===== config.mk =====
export PLATFORM = sky130hd
export DESIGN_NAME = ddr_tile_fetcher
export DESIGN_NICKNAME = d
export VERILOG_FILES = /design/src/rtl/ddr_tile_fetcher.sv
export SDC_FILE = /design/constraint.sdc
export NUM_CORES = 1
export LEC_CHECK = 0
export CAP_MARGIN = 20
export CORE_MARGIN = 1
export CORE_UTILIZATION = 50
export DETAILED_ROUTE_END_ITERATION = 12
export DONT_BUFFER_PORTS = 1
export PLACE_DENSITY = 0.68
export SLEW_MARGIN = 10
export SYNTH_ARGS = -nofsm -noshare
export SYNTH_HDL_FRONTEND = slang
export SYNTH_SLANG_ARGS = --single-unit

===== constraint.sdc =====
create_clock -name clk_i -period 9.1 [get_ports clk_i]
set_input_delay 0.455 -clock clk_i [delete_from_list [all_inputs] [get_ports clk_i]]
set_output_delay 0.455 -clock clk_i [all_outputs]
set_load 0.005 [all_outputs]

===== src/rtl/ddr_tile_fetcher.sv =====
// ddr_tile_fetcher: walks a 2-D tile of DDR words row-major (column fastest),
// issuing one arbiter read at a time, and streams the returned words out
// through a small FIFO drained by a valid/ready interface.
// A read is only launched when the FIFO can take its word, so nothing returned
// by the arbiter is ever dropped.
// ADDR_W / DATA_W are the widths of ddr_address_t / ddr_data_t.
// Optional feature macro: DDR_FETCH_TIMEOUT_EN (read timeout + sticky err_o).
module ddr_tile_fetcher #(
  parameter int FIFO_DEPTH     = 4,
  parameter int DIM_W          = 16,
  parameter int STRIDE_W       = 32,
  parameter int TIMEOUT_CYCLES = 1024,
  parameter int ADDR_W         = 32,
  parameter int DATA_W         = 32
) (
  input  logic                clk_i,
  input  logic                rst_i,
  input  logic                start_i,
  input  logic [ADDR_W-1:0]   base_addr_i,
  input  logic [STRIDE_W-1:0] stride_i,
  input  logic [DIM_W-1:0]    rows_i,
  input  logic [DIM_W-1:0]    cols_i,
  output logic                busy_o,
  output logic                done_o,
  output logic                err_o,
  output logic [ADDR_W-1:0]   req_address_o,
  output logic                req_r_en_o,
  input  logic [DATA_W-1:0]   req_r_data_i,
  input  logic                req_r_valid_i,
  output logic                req_w_en_o,
  output logic [DATA_W-1:0]   m_data_o,
  output logic                m_valid_o,
  input  logic                m_ready_i
);

  localparam int PTR_W = (FIFO_DEPTH > 1) ? $clog2(FIFO_DEPTH) : 1;
  localparam logic [PTR_W:0] FULL_CNT = (PTR_W+1)'(FIFO_DEPTH);

  // Reject configurations the FIFO pointer wrap cannot handle.
  if ((FIFO_DEPTH < 2) || ((FIFO_DEPTH & (FIFO_DEPTH - 1)) != 0) || (TIMEOUT_CYCLES < 1)) begin : g_param_check
    $error("ddr_tile_fetcher: FIFO_DEPTH must be a power of two >= 2 and TIMEOUT_CYCLES >= 1");
  end

  typedef enum logic [1:0] {
    ST_IDLE  = 2'd0,
    ST_CHECK = 2'd1,
    ST_READ  = 2'd2,
    ST_FIN   = 2'd3
  } state_t;

  state_t              state_r;
  state_t              state_s;

  logic [STRIDE_W-1:0] stride_r;
  logic [DIM_W-1:0]    rows_r;
  logic [DIM_W-1:0]    cols_r;
  logic [DIM_W-1:0]    col_r;
  logic [DIM_W-1:0]    row_r;
  logic [ADDR_W-1:0]   addr_r;
  logic [ADDR_W-1:0]   row_base_r;
  logic [ADDR_W-1:0]   stride_ext_s;

  logic [DATA_W-1:0]   mem_r [FIFO_DEPTH];
  logic [PTR_W-1:0]    wr_ptr_r;
  logic [PTR_W-1:0]    rd_ptr_r;
  logic [PTR_W:0]      count_r;

  logic                start_acc_s;
  logic                zero_dim_s;
  logic                push_s;
  logic                pop_s;
  logic                slot_free_s;
  logic                last_col_s;
  logic                last_elem_s;
  logic                timeout_s;

  assign start_acc_s  = start_i && (state_r == ST_IDLE);
  assign zero_dim_s   = (rows_i == {DIM_W{1'b0}}) || (cols_i == {DIM_W{1'b0}});
  // Stride is zero-extended (or truncated) to the address width; sums wrap.
  assign stride_ext_s = ADDR_W'(stride_r);
  assign push_s       = (state_r == ST_READ) && req_r_valid_i;
  assign pop_s        = (count_r != {(PTR_W+1){1'b0}}) && m_ready_i;
  // A pop in the same cycle frees a slot before the next read can return.
  assign slot_free_s  = (count_r < FULL_CNT) || pop_s;
  assign last_col_s   = (col_r == (cols_r - DIM_W'(1)));
  assign last_elem_s  = last_col_s && (row_r == (rows_r - DIM_W'(1)));

`ifdef DDR_FETCH_TIMEOUT_EN
  localparam int TMO_W = $clog2(TIMEOUT_CYCLES) + 1;
  logic [TMO_W-1:0] tmo_cnt_r;
  logic             err_r;

  assign timeout_s = (state_r == ST_READ) && !req_r_valid_i &&
                     (tmo_cnt_r == TMO_W'(TIMEOUT_CYCLES - 1));

  // Cycles spent waiting in READ; held at zero outside READ so each entry starts fresh.
  always_ff @(posedge clk_i or posedge rst_i) begin
    if (rst_i) begin
      tmo_cnt_r <= {TMO_W{1'b0}};
    end else if (state_r != ST_READ) begin
      tmo_cnt_r <= {TMO_W{1'b0}};
    end else begin
      tmo_cnt_r <= tmo_cnt_r + TMO_W'(1);
    end
  end

  // Sticky timeout flag, cleared only by the next accepted command.
  always_ff @(posedge clk_i or posedge rst_i) begin
    if (rst_i) begin
      err_r <= 1'b0;
    end else if (start_acc_s) begin
      err_r <= 1'b0;
    end else if (timeout_s) begin
      err_r <= 1'b1;
    end
  end

  assign err_o = err_r;
`else
  assign timeout_s = 1'b0;
  assign err_o     = 1'b0;
`endif

  // FSM state register.
  always_ff @(posedge clk_i or posedge rst_i) begin
    if (rst_i) begin
      state_r <= ST_IDLE;
    end else begin
      state_r <= state_s;
    end
  end

  // FSM next-state logic.
  always_comb begin
    state_s = state_r;
    case (state_r)
      ST_IDLE: begin
        if (start_i) begin
          state_s = zero_dim_s ? ST_FIN : ST_CHECK;
        end else begin
          state_s = ST_IDLE;
        end
      end
      ST_CHECK: begin
        if (slot_free_s) begin
          state_s = ST_READ;
        end else begin
          state_s = ST_CHECK;
        end
      end
      ST_READ: begin
        if (push_s) begin
          state_s = last_elem_s ? ST_FIN : ST_CHECK;
        end else if (timeout_s) begin
          state_s = ST_FIN;
        end else begin
          state_s = ST_READ;
        end
      end
      ST_FIN: begin
        state_s = ST_IDLE;
      end
      default: begin
        state_s = ST_IDLE;
      end
    endcase
  end

  // FSM outputs, decoded from the state register only.
  always_comb begin
    req_r_en_o = 1'b0;
    busy_o     = 1'b0;
    done_o     = 1'b0;
    case (state_r)
      ST_IDLE: begin
        busy_o = 1'b0;
      end
      ST_CHECK: begin
        busy_o = 1'b1;
      end
      ST_READ: begin
        busy_o     = 1'b1;
        req_r_en_o = 1'b1;
      end
      ST_FIN: begin
        busy_o = 1'b1;
        done_o = 1'b1;
      end
      default: begin
        busy_o = 1'b0;
      end
    endcase
  end

  // Command capture and incremental (row, column, address) walk.
  always_ff @(posedge clk_i or posedge rst_i) begin
    if (rst_i) begin
      stride_r   <= {STRIDE_W{1'b0}};
      rows_r     <= {DIM_W{1'b0}};
      cols_r     <= {DIM_W{1'b0}};
      col_r      <= {DIM_W{1'b0}};
      row_r      <= {DIM_W{1'b0}};
      addr_r     <= {ADDR_W{1'b0}};
      row_base_r <= {ADDR_W{1'b0}};
    end else if (start_acc_s) begin
      stride_r   <= stride_i;
      rows_r     <= rows_i;
      cols_r     <= cols_i;
      col_r      <= {DIM_W{1'b0}};
      row_r      <= {DIM_W{1'b0}};
      addr_r     <= base_addr_i;
      row_base_r <= base_addr_i;
    end else if (push_s) begin
      if (last_col_s) begin
        col_r      <= {DIM_W{1'b0}};
        row_r      <= row_r + DIM_W'(1);
        row_base_r <= row_base_r + stride_ext_s;
        addr_r     <= row_base_r + stride_ext_s;
      end else begin
        col_r      <= col_r + DIM_W'(1);
        addr_r     <= addr_r + ADDR_W'(1);
      end
    end
  end

  // FIFO storage; cleared on reset so stale words never reappear.
  always_ff @(posedge clk_i or posedge rst_i) begin
    if (rst_i) begin
      for (int i = 0; i < FIFO_DEPTH; i++) begin
        mem_r[i] <= {DATA_W{1'b0}};
      end
    end else if (push_s) begin
      mem_r[wr_ptr_r] <= req_r_data_i;
    end
  end

  // FIFO pointers and occupancy; simultaneous push and pop leave the count unchanged.
  always_ff @(posedge clk_i or posedge rst_i) begin
    if (rst_i) begin
      wr_ptr_r <= {PTR_W{1'b0}};
      rd_ptr_r <= {PTR_W{1'b0}};
      count_r  <= {(PTR_W+1){1'b0}};
    end else begin
      if (push_s) begin
        wr_ptr_r <= wr_ptr_r + PTR_W'(1);
      end
      if (pop_s) begin
        rd_ptr_r <= rd_ptr_r + PTR_W'(1);
      end
      case ({push_s, pop_s})
        2'b10:   count_r <= count_r + (PTR_W+1)'(1);
        2'b01:   count_r <= count_r - (PTR_W+1)'(1);
        default: count_r <= count_r;
      endcase
    end
  end

  assign req_address_o = addr_r;
  assign req_w_en_o    = 1'b0;
  assign m_valid_o     = (count_r != {(PTR_W+1){1'b0}});
  assign m_data_o      = mem_r[rd_ptr_r];

endmodule


=== Word-level counts from Yosys, hierarchy flattened ===
Cells that the tools add are included.
Widths: inputs -> output; s select.

* Flip-flop bits (word level): 297
* Output and inout port bits: 70

* Reductions and logical operators: 16
* $add $sub $neg: 10
* Equality and inequality tests: 7
* $lt $le $gt $ge: 4
* Mux-type cells: 28
* Bitwise operators: 2

{| class="wikitable"
|+ Operators by type and width
! cell !! number
|-
| $mux 32 || 9
|-
| $bwmux 128 || 1
|-
| $mux 16 || 6
|-
| $bmux 32 s2 || 1
|-
| $demux 32 s2 || 1
|-
| $add 16x1->16 const B || 2
|-
| $add 32x1->32 const B || 1
|-
| $add 32x32->32 || 1
|-
| $eq 16x16->1 || 2
|-
| $logic_not 16->1 || 2
|-
| $sub 16x1->16 const B || 2
|-
| $mux 2 || 5
|-
| $pmux 2 s4 || 1
|-
| $eq 2x2->1 const B || 3
|-
| $ge 3x3->1 const B || 2
|-
| $not 2->3 || 2
|-
| $pmux 3 s2 || 1
|-
| $reduce_bool 2->1 || 3
|-
| $logic_and 1x1->1 || 5
|-
| $add 2x1->2 const B || 2
|-
| $eq 2x1->1 const B || 2
|-
| $add 3x1->3 const B || 1
|-
| $lt 3x1->1 const B || 1
|-
| $lt 3x3->1 const B || 1
|-
| other kinds (8) || 10
|}

=== Depth between registers and ports, before layout ===
* Depth after elaboration: 6
* Gate-level depth with buffers: 12
* Gate-level depth less buffers: 12

=== Worst setup path before layout ===
Ideal clock, no wire load.

* Path kind: flip-flop to flip-flop
* Start: reg cols_r[0]
* End: reg row_base_r[4]
* Buffers on the path: 1
* Cell stages (with the launch flop): 12
* Arrival: 2.825 ns
* Setup time: 0.082 ns
* Required time: 9.018 ns
* Slack: 6.194 ns
* Path through: dfrtp_1 > inv_1 > ha_1 > or3b_2 > o32a_1 > a31oi_1 > nand3_1 > or2_2 > nor3_4 > buf_6 > nand3_1 > a31oi_1

* Word-level cells in the longest chain between the ends: 4

{| class="wikitable"
|+ Ends and longest elaborated chain
! element !! line !! text
|-
| start, declared || 56 || <nowiki>logic [DIM_W-1:0] cols_r;</nowiki>
|-
| start signal, assigned || 200 || <nowiki>cols_r <= {DIM_W{1'b0}};</nowiki>
|-
| start signal, assigned || 208 || <nowiki>cols_r <= cols_i;</nowiki>
|-
| $sub 16x1->16 || 85 || <nowiki>assign last_col_s = (col_r == (cols_r - DIM_W'(1)));</nowiki>
|-
| $eq 16x16->1 || 85 ||
|-
| $reduce_bool 2->1 (no line) || - ||
|-
| $reduce_and 2->1 (no line) || - ||
|-
| end signal, assigned || 204 || <nowiki>row_base_r <= {ADDR_W{1'b0}};</nowiki>
|-
| end signal, assigned || 212 || <nowiki>row_base_r <= base_addr_i;</nowiki>
|-
| end signal, assigned || 217 || <nowiki>row_base_r <= row_base_r + stride_ext_s;</nowiki>
|-
| end, declared || 60 || <nowiki>logic [ADDR_W-1:0] row_base_r;</nowiki>
|}

Every way passes these cells.
A chain may end at the register's enable or synchronous reset.

=== Worst setup path in the final report ===
* Start: reg cols_r[0]
* End: reg addr_r[30] (netlist: req_address_o[30])

* Word-level cells in the longest chain between the ends: 5

{| class="wikitable"
|+ Ends and longest elaborated chain
! element !! line !! text
|-
| $sub 16x1->16 || 85 ||
|-
| $eq 16x16->1 || 85 ||
|-
| $mux 32 || 214 || <nowiki>if (last_col_s) begin</nowiki>
|-
| $mux 32 || 213 || <nowiki>end else if (push_s) begin</nowiki>
|-
| $mux 32 || 205 || <nowiki>end else if (start_acc_s) begin</nowiki>
|-
| end signal, assigned || 203 || <nowiki>addr_r <= {ADDR_W{1'b0}};</nowiki>
|-
| end signal, assigned || 211 || <nowiki>addr_r <= base_addr_i;</nowiki>
|-
| end signal, assigned || 218 || <nowiki>addr_r <= row_base_r + stride_ext_s;</nowiki>
|-
| end, declared || 59 || <nowiki>logic [ADDR_W-1:0] addr_r;</nowiki>
|}

Every way passes these cells. The select of a mux whose other input is x is not followed.

==> metrics <==
port bufs=0; layer with the highest usage after global routing=met2; cell occurring most often along the worst timing path=sky130_fd_sc_hd__o21ai_0; final setup slack of the worst path=5.10 ns; post-synthesis cell area=16200 um^2; cell total after placement=1954; proportion of netlist area held by the largest area contributor=45.8%; top cells by area, synth=sky130_fd_sc_hd__dfrtp_1, sky130_fd_sc_hd__mux2_2, sky130_fd_sc_hd__nand2_1, sky130_fd_sc_hd__mux4_2, sky130_fd_sc_hd__ha_1; Core Region=31700 um^2; effective utilization at floorplan=51.1%; count of final hold-check violations=28; maximum operating frequency=250 MHz; register bit count reported by yosys=297; CP required=9.49 ns; clock-pin slew on the worst setup and hold paths=0.06 ns; synthesized area per cell=10.1 um^2; FP Rows=65; fraction of the yosys area taken by sequential cells=45.8%; pwr/cell area=378 nW/um^2; setup repair after global routing missed its margin=no; Placed Instance Area=16500 um^2; post-layout instance count excluding filler cells=2016; post-route design area=17700 um^2; worst slew margin relative to its limit=23.0%; Remaining Overflow, GRT=0; category of the worst setup path capture point=flip-flop; Slew @ Worst Pin=1.15 ns; combinational family with the most area after synthesis=simple AND/OR/NAND/NOR gates; fraction of the mapped netlist area in compound gates=12.3%; pin count of the biggest net entering global routing=161; arrival time worst endpoint=4.39 ns; IO Count=203; remaining routing DRC violations=0; count of filler cells inserted in the layout=2766; core occupancy in the finished layout=56.0%; routed vias/inst=6.06; first element of the critical path=cols_r[0]$_DFFE_PP0P_; CTS tree=built; status=complete, but fails checks; type of origin of the critical path=flip-flop; post-route ant nets=0; H-tree levels=2; Chip Height=182 um; number of warnings reported in the yosys synthesis log=0; area share of xor/xnor cells in the synthesized design=4.92%; antenna cell count=0; setup skew after layout=0.0255 ns; Worst-Skew Late Latency=0.53 ns; total CTS buffers=35; delay of the slowest cell on the worst path=0.61 ns; number of setup buffers added after CTS=0; launch instance of the worst register-to-register path=cols_r[0]$_DFFE_PP0P_; antenna violations before repair=1; crit-path max FO=18; worst-case setup slack after placement=5.20 ns; area share of and/or/nand/nor cells after synthesis=16.7%; worst hold-check slack=-0.0384 ns; total wire length after detailed routing=39500 um; Period minus WS final=4.00 ns; count of distinct cell types in the synthesized netlist=77; most frequent standard cell in the layout excluding fill and tap cells=sky130_fd_sc_hd__dfrtp_1; Post-synth top flop=sky130_fd_sc_hd__dfrtp_1; Die Span X=182 um; GPL Wtd Cong=0.912; multiplexer share of the synthesized area=13.9%; Total Die Area=33100 um^2; Final Setup Violations=0; total power draw=6.71 mW; post-cts gate resize count=0; CTS Root Cell=sky130_fd_sc_hd__clkbuf_16; clk buf depth=3; total leakage power=7.81 nW; number of max-capacitance violations reported=0; met3 Track Usage GR=5.77%; gate count of the mapped netlist=1613; number of detailed-routing iterations run before antenna repair=5; top library cells by usage in the layout, fill and taps aside=sky130_fd_sc_hd__dfrtp_1, sky130_fd_sc_hd__nand2_1, sky130_fd_sc_hd__mux2_2; count of flip-flops with a built-in enable after synthesis=0; Wirelength per Cell=19.6 um; estimated wirelength of the detail-placed design=26600 um; Synth area leader=sky130_fd_sc_hd__dfrtp_1; Setup Crit Path Kind=reg -> reg; GRT met2 Usage=39.2%; number of global-route vias before repair=12075; category of cells accounting for the largest share of critical-path delay=simple AND/OR/NAND/NOR gates; global-route usage over all layers=24.1%; count of nets after finishing=1765; CTS Sinks=297; Max IR drop VDD=0.190 mV; worst min-delay path category=in -> async; wire length of the first global-routing pass=64500 um; count of hold buffers inserted by post-cts repair=0; area added between synthesis and finish=9.47%; number of pins exceeding their max-slew limit in the final report=0; share of the cycle needed by the critical path after routing=44.0%; cell breakdown of the critical path=inv_1 -> ha_1 -> or3b_2 -> o32a_1 -> a31oi_1 -> nand3_1 -> or2_2 -> nor2_2 -> buf_4 -> o21ai_0 -> a221oi_1 -> o21ai_0; total via count after detailed routing=12213; setup TNS=0 ns; number of buffers and inverters on the critical path=2; share of flip-flops with an asynchronous set or reset=100%; GR Layer Usage met1=31.7%; DRC marker count from the first detailed-route iteration=866; violations in the final reports=negative hold slack; fraction of the mapped netlist area in adder cells=3.41%; fraction of final layout cells with drive strength greater than 1=16.1%; cell type of the slowest stage on the worst timing path=sky130_fd_sc_hd__nor2_2
[state kept, by name, indices dropped and copies added (netlist names)]
register / count
cols_r: 16
col_r: 16
row_base_r: 32
rows_r: 16
state_r: 2
rd_ptr_r: 2
count_r: 3
stride_ext_s: 32
req_address_o: 32
wr_ptr_r: 2
row_r: 16
mem_r: 128
[power breakdown]
part,internal (mW),switching (mW),leakage (nW)
Sequential,1.89,0.479,3.67
Clock,0.922,0.569,0.601
Combinational,1.31,1.54,3.54
[synth_stat cells (31+ instances only)]
library cell	number
sky130_fd_sc_hd__o21ai_0	93
sky130_fd_sc_hd__mux4_2	32
sky130_fd_sc_hd__clkbuf_1	31
sky130_fd_sc_hd__a31oi_1	34
sky130_fd_sc_hd__ha_1	41
sky130_fd_sc_hd__nor2_1	100
sky130_fd_sc_hd__nor3_1	33
sky130_fd_sc_hd__nand2_1	288
sky130_fd_sc_hd__xnor2_1	56
sky130_fd_sc_hd__nand3_1	42
sky130_fd_sc_hd__a21oi_1	63
sky130_fd_sc_hd__dfrtp_1	297
sky130_fd_sc_hd__xor2_1	35
sky130_fd_sc_hd__mux2_2	130
[per-layer routing]
metal  part of all wire [%]  up-vias
met5                  0.043        -
met4                    2.8        2
met3                    7.6       76
met2                     47      395
met1                     43     6002
li1                       -     5738
[cell families (layout without fill, tap and decap cells)]
kind of cell / count (synthesis) / count (layout)
fa+ha+maj: 43 / 43
mux: 169 / 169
simple gates: 591 / 591
xor+xnor: 91 / 91
compound gates: 316 / 316
other cells: 1 / 2
buf+inv: 105 / 105
flops: 297 / 297
[final cells by class]
type	instances	area, um^2	area share (%)
Sequential cell	297	7430	41.9
Clock inverter	15	277	1.56
Inverter	25	101	0.571
Tap cell	402	503	2.83
Timing Repair Buffer	18	148	0.832
Clock buffer	47	961	5.41
Multi-Input combinational cell	1212	8330	46.9
[worst paths after layout]
check	end	slack, ns	cells after the start
max in group asynchronous	mem_r[111]$_DFFE_PP0P_	7.73	2
worst max-delay path	req_address_o[30]$_DFFE_PP0P_	5.10	12
min in group clk_i	cols_r[4]$_DFFE_PP0P_	0.03	2
worst min-delay path	req_address_o[27]$_DFFE_PP0P_	-0.04	1
worst min register to register	stride_ext_s[4]$_DFFE_PP0P_	0.48	2
worst max register to register	req_address_o[30]$_DFFE_PP0P_	5.10	12
No activity file was read; power rests on OpenSTA's default activity.
